## config.mk

```make
export PLATFORM = sky130hd
export DESIGN_NAME = button_conditioner_flat
export DESIGN_NICKNAME = d
export VERILOG_FILES = /design/src/rtl/button_conditioner_if.sv /design/src/rtl/button_conditioner.sv /design/src/flat_wrapper.sv
export SDC_FILE = /design/constraint.sdc
export NUM_CORES = 1
export LEC_CHECK = 0
export ABC_AREA = 1
export BUFFER_PORTS_ARGS = -buffer_cell sky130_fd_sc_hd__buf_4
export CORE_MARGIN = 2
export CORE_UTILIZATION = 45
export CTS_CLUSTER_DIAMETER = 120
export DETAILED_ROUTE_END_ITERATION = 8
export PLACE_DENSITY = 0.64
export SLEW_MARGIN = 40
export SYNTH_ARGS = -nofsm -noshare
export SYNTH_HDL_FRONTEND = slang
export SYNTH_SLANG_ARGS = --single-unit
```

## constraint.sdc

```tcl
create_clock -name clk -period 10.3 [get_ports clk]
set_input_delay 1.03 -clock clk [delete_from_list [all_inputs] [get_ports clk]]
set_output_delay 1.03 -clock clk [all_outputs]
set_load 0.01 [all_outputs]
```

## src/rtl/button_conditioner_if.sv

```systemverilog
// Button bus between the synchroniser stage and the conditioner: raw levels in,
// debounced level and event pulses out.
interface button_conditioner_if #(
  parameter int unsigned N_BTN = 5
);
  logic [N_BTN-1:0] btn_sync;
  logic [N_BTN-1:0] btn_level;
  logic [N_BTN-1:0] btn_press;
  logic [N_BTN-1:0] btn_release;
  logic [N_BTN-1:0] btn_repeat;

  modport master (
    output btn_sync,
    input  btn_level,
    input  btn_press,
    input  btn_release,
    input  btn_repeat
  );

  modport slave (
    input  btn_sync,
    output btn_level,
    output btn_press,
    output btn_release,
    output btn_repeat
  );
endinterface

```

## src/rtl/button_conditioner.sv

```systemverilog
// Per-channel debouncer with registered press/release pulses and a hold/auto-repeat FSM.
// Channels are fully independent; all outputs come straight from flops.
module button_conditioner #(
  parameter int unsigned N_BTN           = 5,
  parameter int unsigned DEBOUNCE_CYCLES = 500000,
  parameter int unsigned HOLD_CYCLES     = 50000000,
  parameter int unsigned REPEAT_CYCLES   = 10000000
) (
  input logic                 clk,
  input logic                 rst,
  button_conditioner_if.slave btn
);

  localparam int unsigned DbW    = $clog2(DEBOUNCE_CYCLES);
  localparam int unsigned RptMax = (HOLD_CYCLES > REPEAT_CYCLES) ? HOLD_CYCLES : REPEAT_CYCLES;
  localparam int unsigned RptW   = (RptMax > 1) ? $clog2(RptMax) : 1;

  localparam logic [DbW-1:0]  DbLast   = DbW'(DEBOUNCE_CYCLES - 1);
  localparam logic [RptW-1:0] HoldLast = RptW'(HOLD_CYCLES - 1);
  localparam logic [RptW-1:0] RptLast  = RptW'(REPEAT_CYCLES - 1);

  typedef enum logic [1:0] {StIdle, StHold, StRepeat} state_e;

  logic [N_BTN-1:0] level_vec;
  logic [N_BTN-1:0] press_vec;
  logic [N_BTN-1:0] release_vec;
  logic [N_BTN-1:0] repeat_vec;

  for (genvar i = 0; i < N_BTN; i++) begin : g_chan
    logic [DbW-1:0]  db_cnt_q, db_cnt_d;
    logic [RptW-1:0] rpt_cnt_q, rpt_cnt_d;
    logic            level_q, level_d;
    logic            press_q, release_q, repeat_q, repeat_d;
    logic            differ, accept, rise, fall;
    state_e          state_q, state_d;

    // Level toggles on the edge where the counter is at its last value and the
    // input still disagrees; any agreement restarts the count.
    always_comb begin
      differ   = btn.btn_sync[i] ^ level_q;
      accept   = differ && (db_cnt_q == DbLast);
      rise     = accept && !level_q;
      fall     = accept && level_q;
      level_d  = level_q ^ accept;
      db_cnt_d = (!differ || accept) ? '0 : db_cnt_q + 1'b1;
    end

    always_comb begin
      state_d   = state_q;
      rpt_cnt_d = rpt_cnt_q;
      repeat_d  = 1'b0;
      unique case (state_q)
        StIdle: begin
          rpt_cnt_d = '0;
          if (rise) state_d = StHold;
        end
        StHold, StRepeat: begin
          // A release on the terminal-count edge suppresses the repeat pulse.
          if (fall) begin
            state_d   = StIdle;
            rpt_cnt_d = '0;
          end else if (rpt_cnt_q == ((state_q == StHold) ? HoldLast : RptLast)) begin
            repeat_d  = 1'b1;
            rpt_cnt_d = '0;
            state_d   = StRepeat;
          end else begin
            rpt_cnt_d = rpt_cnt_q + 1'b1;
          end
        end
        default: begin
          state_d   = StIdle;
          rpt_cnt_d = '0;
        end
      endcase
    end

    always_ff @(posedge clk or posedge rst) begin
      if (rst) begin
        db_cnt_q  <= '0;
        rpt_cnt_q <= '0;
        level_q   <= 1'b0;
        press_q   <= 1'b0;
        release_q <= 1'b0;
        repeat_q  <= 1'b0;
        state_q   <= StIdle;
      end else begin
        db_cnt_q  <= db_cnt_d;
        rpt_cnt_q <= rpt_cnt_d;
        level_q   <= level_d;
        press_q   <= rise;
        release_q <= fall;
        repeat_q  <= repeat_d;
        state_q   <= state_d;
      end
    end

    assign level_vec[i]   = level_q;
    assign press_vec[i]   = press_q;
    assign release_vec[i] = release_q;
    assign repeat_vec[i]  = repeat_q;
  end

  assign btn.btn_level   = level_vec;
  assign btn.btn_press   = press_vec;
  assign btn.btn_release = release_vec;
  assign btn.btn_repeat  = repeat_vec;

endmodule
```

## src/flat_wrapper.sv

```systemverilog
// flat-port wrapper written by rule: the top's interface ports become plain ports
module button_conditioner_flat 
#(
  parameter int unsigned N_BTN           = 5,
  parameter int unsigned DEBOUNCE_CYCLES = 500000,
  parameter int unsigned HOLD_CYCLES     = 50000000,
  parameter int unsigned REPEAT_CYCLES   = 10000000
)
  (clk, rst, btn_btn_sync, btn_btn_level, btn_btn_press, btn_btn_release, btn_btn_repeat);
  button_conditioner_if #(.N_BTN(N_BTN)) btn_i ();
  input logic clk;
  input logic rst;
  input wire logic [$bits(btn_i.btn_sync)-1:0] btn_btn_sync;
  output wire logic [$bits(btn_i.btn_level)-1:0] btn_btn_level;
  output wire logic [$bits(btn_i.btn_press)-1:0] btn_btn_press;
  output wire logic [$bits(btn_i.btn_release)-1:0] btn_btn_release;
  output wire logic [$bits(btn_i.btn_repeat)-1:0] btn_btn_repeat;
  assign btn_i.btn_sync = btn_btn_sync;
  assign btn_btn_level = btn_i.btn_level;
  assign btn_btn_press = btn_i.btn_press;
  assign btn_btn_release = btn_i.btn_release;
  assign btn_btn_repeat = btn_i.btn_repeat;
  button_conditioner #(.N_BTN(N_BTN), .DEBOUNCE_CYCLES(DEBOUNCE_CYCLES), .HOLD_CYCLES(HOLD_CYCLES), .REPEAT_CYCLES(REPEAT_CYCLES)) u_core (.clk(clk), .rst(rst), .btn(btn_i));
endmodule
```

==> results of run 1 <==
-- worst min-delay path by stage --
stage / endpoint / depth (start not counted) / startpoint / slack (ns)
after CTS: u_core.g_chan[4].rpt_cnt_q[0]$_DFF_PP0_ / 1 / u_core.g_chan[4].rpt_cnt_q[0]$_DFF_PP0_ / 0.46
after global placement: u_core.g_chan[4].rpt_cnt_q[0]$_DFF_PP0_ / 1 / u_core.g_chan[4].rpt_cnt_q[0]$_DFF_PP0_ / 0.45
after floorplan: u_core.g_chan[2].db_cnt_q[0]$_DFF_PP0_ / 1 / u_core.g_chan[2].db_cnt_q[0]$_DFF_PP0_ / 0.43
final: u_core.g_chan[2].db_cnt_q[0]$_DFF_PP0_ / 1 / u_core.g_chan[2].db_cnt_q[0]$_DFF_PP0_ / 0.45
after detailed placement: u_core.g_chan[4].rpt_cnt_q[0]$_DFF_PP0_ / 1 / u_core.g_chan[4].rpt_cnt_q[0]$_DFF_PP0_ / 0.45
after global routing: u_core.g_chan[4].rpt_cnt_q[0]$_DFF_PP0_ / 1 / u_core.g_chan[4].rpt_cnt_q[0]$_DFF_PP0_ / 0.47
-- stage by stage --
stage          total power, W  std cells  util, %
2_1_floorplan         0.00107       1934        -
3_3_place_gp          0.00108       2366     46.9
3_5_place_dp          0.00108       2366     47.0
4_1_cts               0.00225       2423     50.3
5_1_grt               0.00229       2423     50.3
6_report              0.00221       2423     50.3
-- cells by family after synthesis --
logic type,synth area share (%)
AND/OR/NAND/NOR,37.0
buffers and inverters,8.57
flip-flops,43.1
AO/OA/AOI/OAI,3.43
adder cells (fa/ha/maj),2.20
XOR/XNOR,5.63
-- flip-flops by register name, indices dropped and copies added, names as in the netlist, named ones only --
| name | count |
|---|---|
| u_core.g_chan.db_cnt_q | 95 |
| u_core.g_chan.press_q | 5 |
| u_core.g_chan.release_q | 5 |
| u_core.g_chan.repeat_q | 5 |
| u_core.g_chan.rpt_cnt_q | 130 |
| u_core.g_chan.state_q | 10 |
-- cells in the mapped netlist, types with 9 or more instances --
cell       n  area (sq um)
inv_1    233           875
nor3_2    14           140
nand3_2   16           160
nor2_2    25           156
nand2_1  387          1450
dfrtp_1  255          6380
o21ai_2    9          78.8
nor2_1   434          1630
nor2_4    14           158
o21ai_0   13          65.1
nand4_1   53           332
inv_2     16          60.1
buf_4     23           173
nor3_1    95           475
nor3b_1   14           105
a21oi_1   43           215
nand3_1   86           430
xnor2_1   17           149
buf_6     11           124
xor2_1    78           683
nand2_2   14          87.6
ha_1      26           325
-- power breakdown --
| group | internal (W) | switching, W | leakage, nW |
|---|---|---|---|
| clock network | 0.000702 | 0.000438 | 0.538 |
| logic | 0.0000116 | 0.0000396 | 2.83 |
| registers | 0.00101 | 0.00000531 | 3.54 |
| total | 0.00172 | 0.000483 | 6.91 |
-- routing by layer --
metal / track usage, % / vias to the layer above
met5: 0 / -
met4: 5.21 / 0
met3: 2.93 / 49
met2: 29.5 / 203
met1: 25.7 / 5488
li1: - / 6134
-- cell type report --
class                      instances  area, sq um  share of cell area [%]
clock inverter                    11          124                   0.759
tap                              442          553                    3.39
clock buffer                      46          957                    5.86
sequential                       255         6380                    39.1
multi-input combinational       1391         7140                    43.7
inverter                         250          953                    5.84
timing repair buffer              28          218                    1.33
==> results.tsv, run 1 <==
stage	metric	value	unit
cts	PostCTS Resize Cnt	0	
routing	Routed WL	30.2	mm
pwr	power per cell area	135	mW/mm^2
cts	Longest Clk Path Bufs	3	
routing	met3 WL post-DR	1.26	mm
yosys	Synth Register Bits	255	
floorplan	initial core utilization	45.6	%
floorplan	# rows	66	
grt	Total GRT Usage	18.4	%
critical_path	r2r startpoint	u_core.g_chan[1].rpt_cnt_q[0]$_DFF_PP0_	
routing	vias per std cell	4.90	
timing	post-layout min period	2.15	ns
routing	met2 wire length	13.6	mm
timing	setup violators final	0	
critical_path	Max Fanout on Critical Path	4	
critical_path	Worst Setup EP	btn_btn_level[2]	
timing	Worst-Margin Slew	0.776	ns
critical_path	cell family with most CP delay	flip-flops	
layout	Fillers	3132	
cts	postcts setup bufs	0	
place	Place WS	7.73	ns
floorplan	Die Span Y	185	microns
routing	post-DR wirelength/cell	12.5	microns
grt	total grt overflow	0	
timing	setup TNS	0	ns
floorplan	total core area	0.0325	sq mm
critical_path	CP startpoint kind	flip-flop	
cts	Num CTS Buffers	34	
cts	Worst-path clk slew	0.05	ns
layout	Inserted Diodes	0	
routing	DRT iter0 DRCs	748	
critical_path	r2r endpoint	u_core.g_chan[1].state_q[1]$_DFFE_PP0P_	
layout	Design Area, Final	0.0163	sq mm
routing	DRC	0	
layout	ratio of cells with drive above 1 in the final layout	10.4	%
yosys	syn nets	1967	
yosys	Yosys cell types	44	
timing	RSZ-0062 raised after global routing	false	
timing	post-route clock period utilization	20.9	%
critical_path	crit end category	primary output	
pwr	leak pwr	6.91	nW
yosys	Mean Syn Cell Area	7.65	sq um
layout	most common cell after layout, fill and taps aside	nor2_1	
layout	area grow syn2layout	10.4	%
place	Post-DP HPWL	21.5	mm
yosys	Async SR Flop Fraction	100	%
yosys	Syn Std Cell Area	0.0148	sq mm
layout	final net count	1993	
critical_path	Reg2Reg Setup Slack	8.25	ns
cts	clock sinks	255	
critical_path	worst r2r path cells	9	
layout	most frequent cells in the layout	nor2_1, nand2_1, dfrtp_1	
cts	CTS tree	yes	
cts	Clock H-tree levels	2	
yosys	post-synthesis sequential area ratio	43.1	%
yosys	yosys warns	0	
yosys	most common flop cell mapped by yosys	dfrtp_1	
timing	Max Slew Vio Count	0	
routing	met1 wire length	14.8	mm
floorplan	I/O pins	27	
grt	largest net degree at the start of global routing	130	
routing	DR pass1 iterations	5	
critical_path	Worst path depth	1	
grt	first-pass GRT wire length	52.5	mm
critical_path	CP max stage delay	0.44	ns
run_status	outcome	completed	
floorplan	die span in x	185	microns
timing	Max Clk Rate	464	MHz
timing	slew margin rel.	48.3	%
worst_hold_path	worst hold path class	reg -> reg	
grt	antenna violations before repair	0	
cts	root buffer cell	clkbuf_16	
critical_path	Crit path required time	9.27	ns
timing	Final Hold Fails	0	
cts	Skew-Pair Late Insertion Delay	0.52	ns
routing	Final ANT Viol Nets	0	
critical_path	critical path class	reg -> out	
place	I/O Buffers	26	
critical_path	critical-path cell list	buf_4	
routing	DR vias	11900	
yosys	Synth Instances	1934	
floorplan	die area	0.0343	sq mm
critical_path	WP data arrival	1.12	ns
critical_path	slowest CP cell	dfrtp_1	
place	Placed Area	0.0152	sq mm
flow_run	max cap viols	0	
routing	highest routed layer	met4	
pwr	VDD IR-drop max	0.116	mV
place	Final GP Congestion	0.900	
timing	Min Hold Slack	0.454	ns
critical_path	Buf/Inv on CP	1	
cts	hold buffers post-CTS	0	
grt	vias in the first global route	11400	
timing	Layout Skew	0.0134	ns
yosys	number of synthesized flops with an enable pin	0	
timing	Worst Slack Setup Final	8.15	ns
Note: power is estimated with default switching activity, not from simulation.
==> run 2: changes to the inputs <==
--- a/config.mk
+++ b/config.mk
@@ -11,7 +11,7 @@
 export CORE_UTILIZATION = 45
 export CTS_CLUSTER_DIAMETER = 120
 export DETAILED_ROUTE_END_ITERATION = 8
-export PLACE_DENSITY = 0.64
+export PLACE_DENSITY = 0.67
 export SLEW_MARGIN = 40
 export SYNTH_ARGS = -nofsm -noshare
 export SYNTH_HDL_FRONTEND = slang
==> constraint.sdc (replaced) <==
create_clock -name clk -period 1.9 [get_ports clk]
set_input_delay 0.19 -clock clk [delete_from_list [all_inputs] [get_ports clk]]
set_output_delay 0.19 -clock clk [all_outputs]
set_load 0.01 [all_outputs]
==> run 2 against run 1 <==
Sequential share of layout area decreased by 0.80 points. Design area increased by 2.1%. Total power increased to 5.3 times the previous value. First-iteration DRC count decreased by 2.4%. Combinational power increased to 6.2 times the previous value. Clock power increased to 5.3 times the previous value. Global-route usage increased by 0.37 points. Worst hold slack got worse by 0.29 ns. Critical path type is now reg -> reg. Critical endpoint is now u_core.g_chan[1].rpt_cnt_q[20]$_DFF_PP0_. Largest power group unchanged.
==> results.tsv, run 2 (synthesized netlist as in run 1, its figures left out) <==
stage	metric	value	unit
run_status	outcome	completed	
critical_path	critical path class	reg -> reg	
cts	clock sinks	255	
timing	slew margin rel.	68.8	%
timing	Max Slew Vio Count	0	
cts	CTS tree	yes	
cts	Worst-path clk slew	0.06	ns
critical_path	WP data arrival	2.22	ns
grt	antenna violations before repair	0	
flow_run	max cap viols	0	
floorplan	# rows	66	
timing	Worst-Margin Slew	0.466	ns
pwr	power per cell area	708	mW/mm^2
layout	Most flops, register	u_core.g_chan.rpt_cnt_q	
timing	Final Hold Fails	0	
routing	Routed WL	31.2	mm
floorplan	total core area	0.0325	sq mm
routing	DR pass1 iterations	5	
floorplan	die span in x	185	microns
layout	area grow syn2layout	12.7	%
grt	total grt overflow	0	
timing	Max Clk Rate	571	MHz
cts	root buffer cell	clkbuf_16	
critical_path	crit end category	flip-flop	
grt	vias in the first global route	11800	
routing	vias per std cell	4.96	
timing	Worst Slack Setup Final	0.149	ns
place	Final GP Congestion	0.913	
floorplan	die area	0.0343	sq mm
pwr	leak pwr	7.04	nW
grt	Total GRT Usage	18.7	%
timing	RSZ-0062 raised after global routing	false	
cts	Skew-Pair Late Insertion Delay	0.56	ns
layout	Inserted Diodes	0	
grt	first-pass GRT wire length	54.3	mm
place	Place WS	0.0966	ns
floorplan	initial core utilization	45.6	%
place	I/O Buffers	26	
timing	Layout Skew	0.0229	ns
cts	Longest Clk Path Bufs	3	
grt	largest net degree at the start of global routing	70	
layout	most frequent cells in the layout	nor2_1, nand2_1, dfrtp_1	
critical_path	Max Fanout on Critical Path	23	
timing	setup violators final	0	
layout	final net count	2021	
worst_hold_path	worst hold path class	in -> async	
critical_path	CP startpoint kind	flip-flop	
cts	Num CTS Buffers	29	
layout	Largest regs	u_core.g_chan.rpt_cnt_q x130, u_core.g_chan.db_cnt_q x95, u_core.g_chan.state_q x10	
layout	most common cell after layout, fill and taps aside	nor2_1	
layout	ratio of cells with drive above 1 in the final layout	11.9	%
layout	max reg flops	130	
critical_path	Crit path required time	2.37	ns
routing	DRT iter0 DRCs	730	
routing	Final ANT Viol Nets	0	
routing	DRC	0	
floorplan	I/O pins	27	
timing	post-route clock period utilization	92.2	%
pwr	Tot Pwr	0.0118	W
floorplan	Die Span Y	185	microns
pwr	VDD IR-drop max	0.705	mV
place	Post-DP HPWL	22.5	mm
routing	DR vias	12200	
layout	Fillers	3044	
layout	Post-Route Utilization	51.4	%
routing	post-DR wirelength/cell	12.7	microns
timing	Min Hold Slack	0.159	ns
timing	setup TNS	0	ns
timing	post-layout min period	1.75	ns
cts	Clock H-tree levels	1	
==> run 2: metal layers <==
metal	share of wire, %	up-vias	track usage (%)
li1	-	6202	-
met1	48	5716	25.8
met2	47	189	31.4
met3	3.0	52	2.18
met4	2.2	0	4.70
met5	0	-	0
==> run 2: path summary, 6_finish.rpt <==
path,start,end,slack (ns),cells past startpoint
hold / removal,rst,u_core.g_chan[2].db_cnt_q[18]$_DFF_PP0_,0.16,3
min in group clk,u_core.g_chan[2].rpt_cnt_q[0]$_DFF_PP0_,u_core.g_chan[2].rpt_cnt_q[0]$_DFF_PP0_,0.45,1
setup / recovery,u_core.g_chan[1].rpt_cnt_q[0]$_DFF_PP0_,u_core.g_chan[1].rpt_cnt_q[20]$_DFF_PP0_,0.15,9
max in group asynchronous,rst,u_core.g_chan[3].rpt_cnt_q[15]$_DFF_PP0_,1.05,4
hold reg to reg,u_core.g_chan[2].rpt_cnt_q[0]$_DFF_PP0_,u_core.g_chan[2].rpt_cnt_q[0]$_DFF_PP0_,0.45,1
setup reg to reg,u_core.g_chan[1].rpt_cnt_q[0]$_DFF_PP0_,u_core.g_chan[1].rpt_cnt_q[20]$_DFF_PP0_,0.15,9
==> run 2: repair_timing <==
| action | 4_1_cts | 5_1_grt |
|---|---|---|
| resized for setup | 0 | 5 |
| hold endpoints to repair | 174 | 0 |
| buffers inserted | 0 | 10 |
| hold buffers | 6 | 0 |
| endpoints found under the setup margin | 0 | 40 |
==> run 2: layout make-up <==
| class | count | area [sq um] | share of cell area [%] |
|---|---|---|---|
| Inverter | 250 | 945 | 5.67 |
| Clock buffer | 34 | 785 | 4.71 |
| Clock inverter | 20 | 262 | 1.57 |
| Timing Repair Buffer | 59 | 558 | 3.35 |
| Multi-Input combinational cell | 1393 | 7190 | 43.1 |
| Sequential cell | 255 | 6380 | 38.3 |
| Tap cell | 442 | 553 | 3.32 |
==> run 2: power breakdown <==
group          internal [W]  switching [W]
sequential          0.00546      0.0000288
clock               0.00365        0.00234
combinational     0.0000932       0.000222
total               0.00921        0.00259
==> run 2: per-stage QoR <==
step | cell area, sq um | instances
2_1_floorplan | 14800 | 1934
3_3_place_gp | 15400 | 2381
3_5_place_dp | 15400 | 2381
4_1_cts | 16500 | 2441
5_1_grt | 16700 | 2453
6_report | 16700 | 2453
==> run 2: worst max-delay path: stages, from the launching register on <==
cell and delay, ns:
dfrtp_1 0.42, ha_1 0.24, nand2_1 0.07, inv_1 0.08, nand2_1 0.14, nor2_1 0.07, nand2_1 0.12, nand3_2 0.15
buf_12 0.19, nor3_1 0.17
==> run 3: changes to the inputs <==
--- a/config.mk
+++ b/config.mk
@@ -7,11 +7,14 @@
 export LEC_CHECK = 0
 export ABC_AREA = 1
 export BUFFER_PORTS_ARGS = -buffer_cell sky130_fd_sc_hd__buf_4
+export CELL_PAD_IN_SITES_DETAIL_PLACEMENT = 0
+export CELL_PAD_IN_SITES_GLOBAL_PLACEMENT = 1
 export CORE_MARGIN = 2
-export CORE_UTILIZATION = 45
+export CORE_UTILIZATION = 43
 export CTS_CLUSTER_DIAMETER = 120
 export DETAILED_ROUTE_END_ITERATION = 8
-export PLACE_DENSITY = 0.67
+export GPL_TIMING_DRIVEN = 0
+export PLACE_DENSITY = 0.81
 export SLEW_MARGIN = 40
 export SYNTH_ARGS = -nofsm -noshare
 export SYNTH_HDL_FRONTEND = slang
==> run 3 against run 2 <==
Maximum frequency about the same. Sequential power about the same. Final cell count rose by 1.5%. First-iteration DRC count shrank 15%. Sequential cell count unchanged. Design area rose by 2.4%. Sequential share of layout area fell by 0.91 points. Clock skew rose by 0.0083 ns. Critical endpoint is now u_core.g_chan[4].rpt_cnt_q[19]$_DFF_PP0_. Largest cell class unchanged.
==> results.tsv, run 3 (synthesized netlist as in run 1, its figures left out) <==
stage	metric	value	unit
cts	clock sinks	255	
cts	Skew-Pair Late Insertion Delay	0.57	ns
critical_path	slowest CP cell	dfrtp_1	
critical_path	CP startpoint	u_core.g_chan[4].db_cnt_q[0]$_DFF_PP0_	
layout	Final Non-Filler Cells	2491	
timing	Final Hold Fails	0	
floorplan	die area	0.0359	sq mm
routing	Final ANT Viol Nets	0	
cts	Num CTS Buffers	30	
routing	Routed WL	31.6	mm
critical_path	Buf/Inv on CP	1	
critical_path	critical-path cell list	ha_1 > nand2_1 > nor2_4 > nand4_2 > nand3_4 > buf_4 > nor2_1 > and2_1	
timing	RSZ-0062 raised after global routing	false	
grt	antenna violations before repair	0	
place	Final GP Congestion	0.843	
layout	most frequent cells in the layout	nor2_1, nand2_1, dfrtp_1	
cts	Worst-path clk slew	0.06	ns
floorplan	total core area	0.0337	sq mm
routing	DR pass1 iterations	5	
routing	DR vias	12200	
grt	Total GRT Usage	18.3	%
critical_path	cell family with most CP delay	simple AND/OR/NAND/NOR gates	
run_status	outcome	completed	
timing	slew margin rel.	67.0	%
critical_path	crit end category	flip-flop	
timing	Min Hold Slack	0.230	ns
layout	area grow syn2layout	15.4	%
critical_path	CP max stage delay	0.37	ns
critical_path	critical path class	reg -> reg	
timing	Max Slew Vio Count	0	
layout	Inserted Diodes	0	
timing	post-layout min period	1.75	ns
place	Post-DP HPWL	23.6	mm
layout	max reg flops	130	
place	I/O Buffers	26	
layout	Post-Route Utilization	50.7	%
floorplan	# rows	67	
critical_path	r2r startpoint	u_core.g_chan[4].db_cnt_q[0]$_DFF_PP0_	
floorplan	die span in x	189	microns
grt	first-pass GRT wire length	56.3	mm
grt	largest net degree at the start of global routing	26	
routing	post-DR wirelength/cell	12.7	microns
worst_hold_path	worst hold path class	in -> async	
critical_path	Max Fanout on Critical Path	9	
layout	Largest regs	u_core.g_chan.rpt_cnt_q x130, u_core.g_chan.db_cnt_q x95, u_core.g_chan.state_q x10	
flow_run	max cap viols	0	
layout	ratio of cells with drive above 1 in the final layout	13.4	%
critical_path	Crit path required time	2.36	ns
floorplan	initial core utilization	43.9	%
timing	Layout Skew	0.0312	ns
timing	Max Clk Rate	572	MHz
layout	Sequential Area	0.00638	sq mm
timing	Worst-Margin Slew	0.494	ns
floorplan	Die Span Y	189	microns
cts	CTS tree	yes	
grt	total grt overflow	0	
grt	vias in the first global route	12100	
cts	Longest Clk Path Bufs	3	
layout	final net count	2053	
layout	Most flops, register	u_core.g_chan.rpt_cnt_q	
pwr	power per cell area	707	mW/mm^2
floorplan	I/O pins	27	
critical_path	CP startpoint kind	flip-flop	
routing	DRT iter0 DRCs	618	
pwr	leak pwr	7.29	nW
layout	Fillers	3357	
timing	setup violators final	0	
layout	most common cell after layout, fill and taps aside	nor2_1	
pwr	VDD IR-drop max	0.786	mV
timing	post-route clock period utilization	92.1	%
routing	DRC	0	
layout	multi-input logic area	0.00718	sq mm
cts	Clock H-tree levels	1	
routing	vias per std cell	4.89	
critical_path	WP data arrival	2.21	ns
place	placed instance count	2420	
cts	root buffer cell	clkbuf_16	
[run 3: cell count changes in the layout (fill, tap and decap cells not counted), sizes merged]
| cell | delta |
|---|---|
| inv | -1 |
| nand3 | -2 |
| clkbuf | +6 |
| clkinvlp | -5 |
| clkinv | +1 |
| buf | +33 |
[run 3: path summary, 6_finish.rpt]
path                       cells after the start                                       end  slack (ns)
setup / recovery                               8  u_core.g_chan[4].rpt_cnt_q[19]$_DFF_PP0_        0.15
setup reg to reg                               8  u_core.g_chan[4].rpt_cnt_q[19]$_DFF_PP0_        0.15
hold reg to reg                                1   u_core.g_chan[2].rpt_cnt_q[0]$_DFF_PP0_        0.45
max in group asynchronous                      8    u_core.g_chan[0].db_cnt_q[7]$_DFF_PP0_        0.46
min in group clk                               4                                 flip-flop        0.44
hold / removal                                 3       u_core.g_chan[2].repeat_q$_DFF_PP0_        0.23
[run 3: metrics by stage]
step                      setup WS [ns]  TNS [ns]  area [sq um]  total power [W]
after floorplan                   -1.65   -420.15         14800          0.00581
after global placement            -3.37   -854.95         15500          0.00590
after detailed placement         0.0355         0         15800          0.00597
after CTS                       0.00637         0         17000           0.0123
after global routing           0.000851         0         17100           0.0125
final                             0.151         0         17100           0.0121
[run 3: routing by layer]
| layer | global-route usage, % | part of all wire [%] | vias to the layer above |
|---|---|---|---|
| met4 | 4.26 | 2.0 | 0 |
| li1 | - | - | 6270 |
| met5 | 0 | 0 | - |
| met3 | 2.21 | 2.7 | 53 |
| met1 | 25.2 | 48 | 5709 |
| met2 | 31.1 | 47 | 140 |
[run 3: what timing repair did]
action | 4_1_cts | 5_1_grt
hold buffers | 6 | 0
hold endpoints to repair | 38 | 0
setup buffers | 2 | 8
pin swaps | 1 | 3
resized for setup | 1 | 8
setup endpoints to repair | 6 | 65
[run 3: cell type report]
cell class / instances / area share [%]
multi-input cells: 1391 / 42.1
flip-flops and latches: 255 / 37.4
inverters: 250 / 5.53
clock buffers: 40 / 5.09
repair buffers: 54 / 3.49
well taps: 448 / 3.28
plain buffers: 38 / 1.91
clock inverters: 15 / 1.27
[run 3: where the power goes]
group | total (W) | internal [W] | switching (W) | leakage (nW)
Clock | 0.00620 | 0.00387 | 0.00234 | 0.535
Sequential | 0.00549 | 0.00546 | 0.0000285 | 3.54
Combinational | 0.000374 | 0.000140 | 0.000234 | 3.21
Total | 0.0121 | 0.00947 | 0.00260 | 7.29
[run 3: worst register-to-register path: cells and delay by family, from the launching register on]
family / cells / cell delay, ns
and+or+nand+nor: 6 / 0.91
buffers and inverters: 1 / 0.14
DFF: 1 / 0.37
adders and majority gates: 1 / 0.21
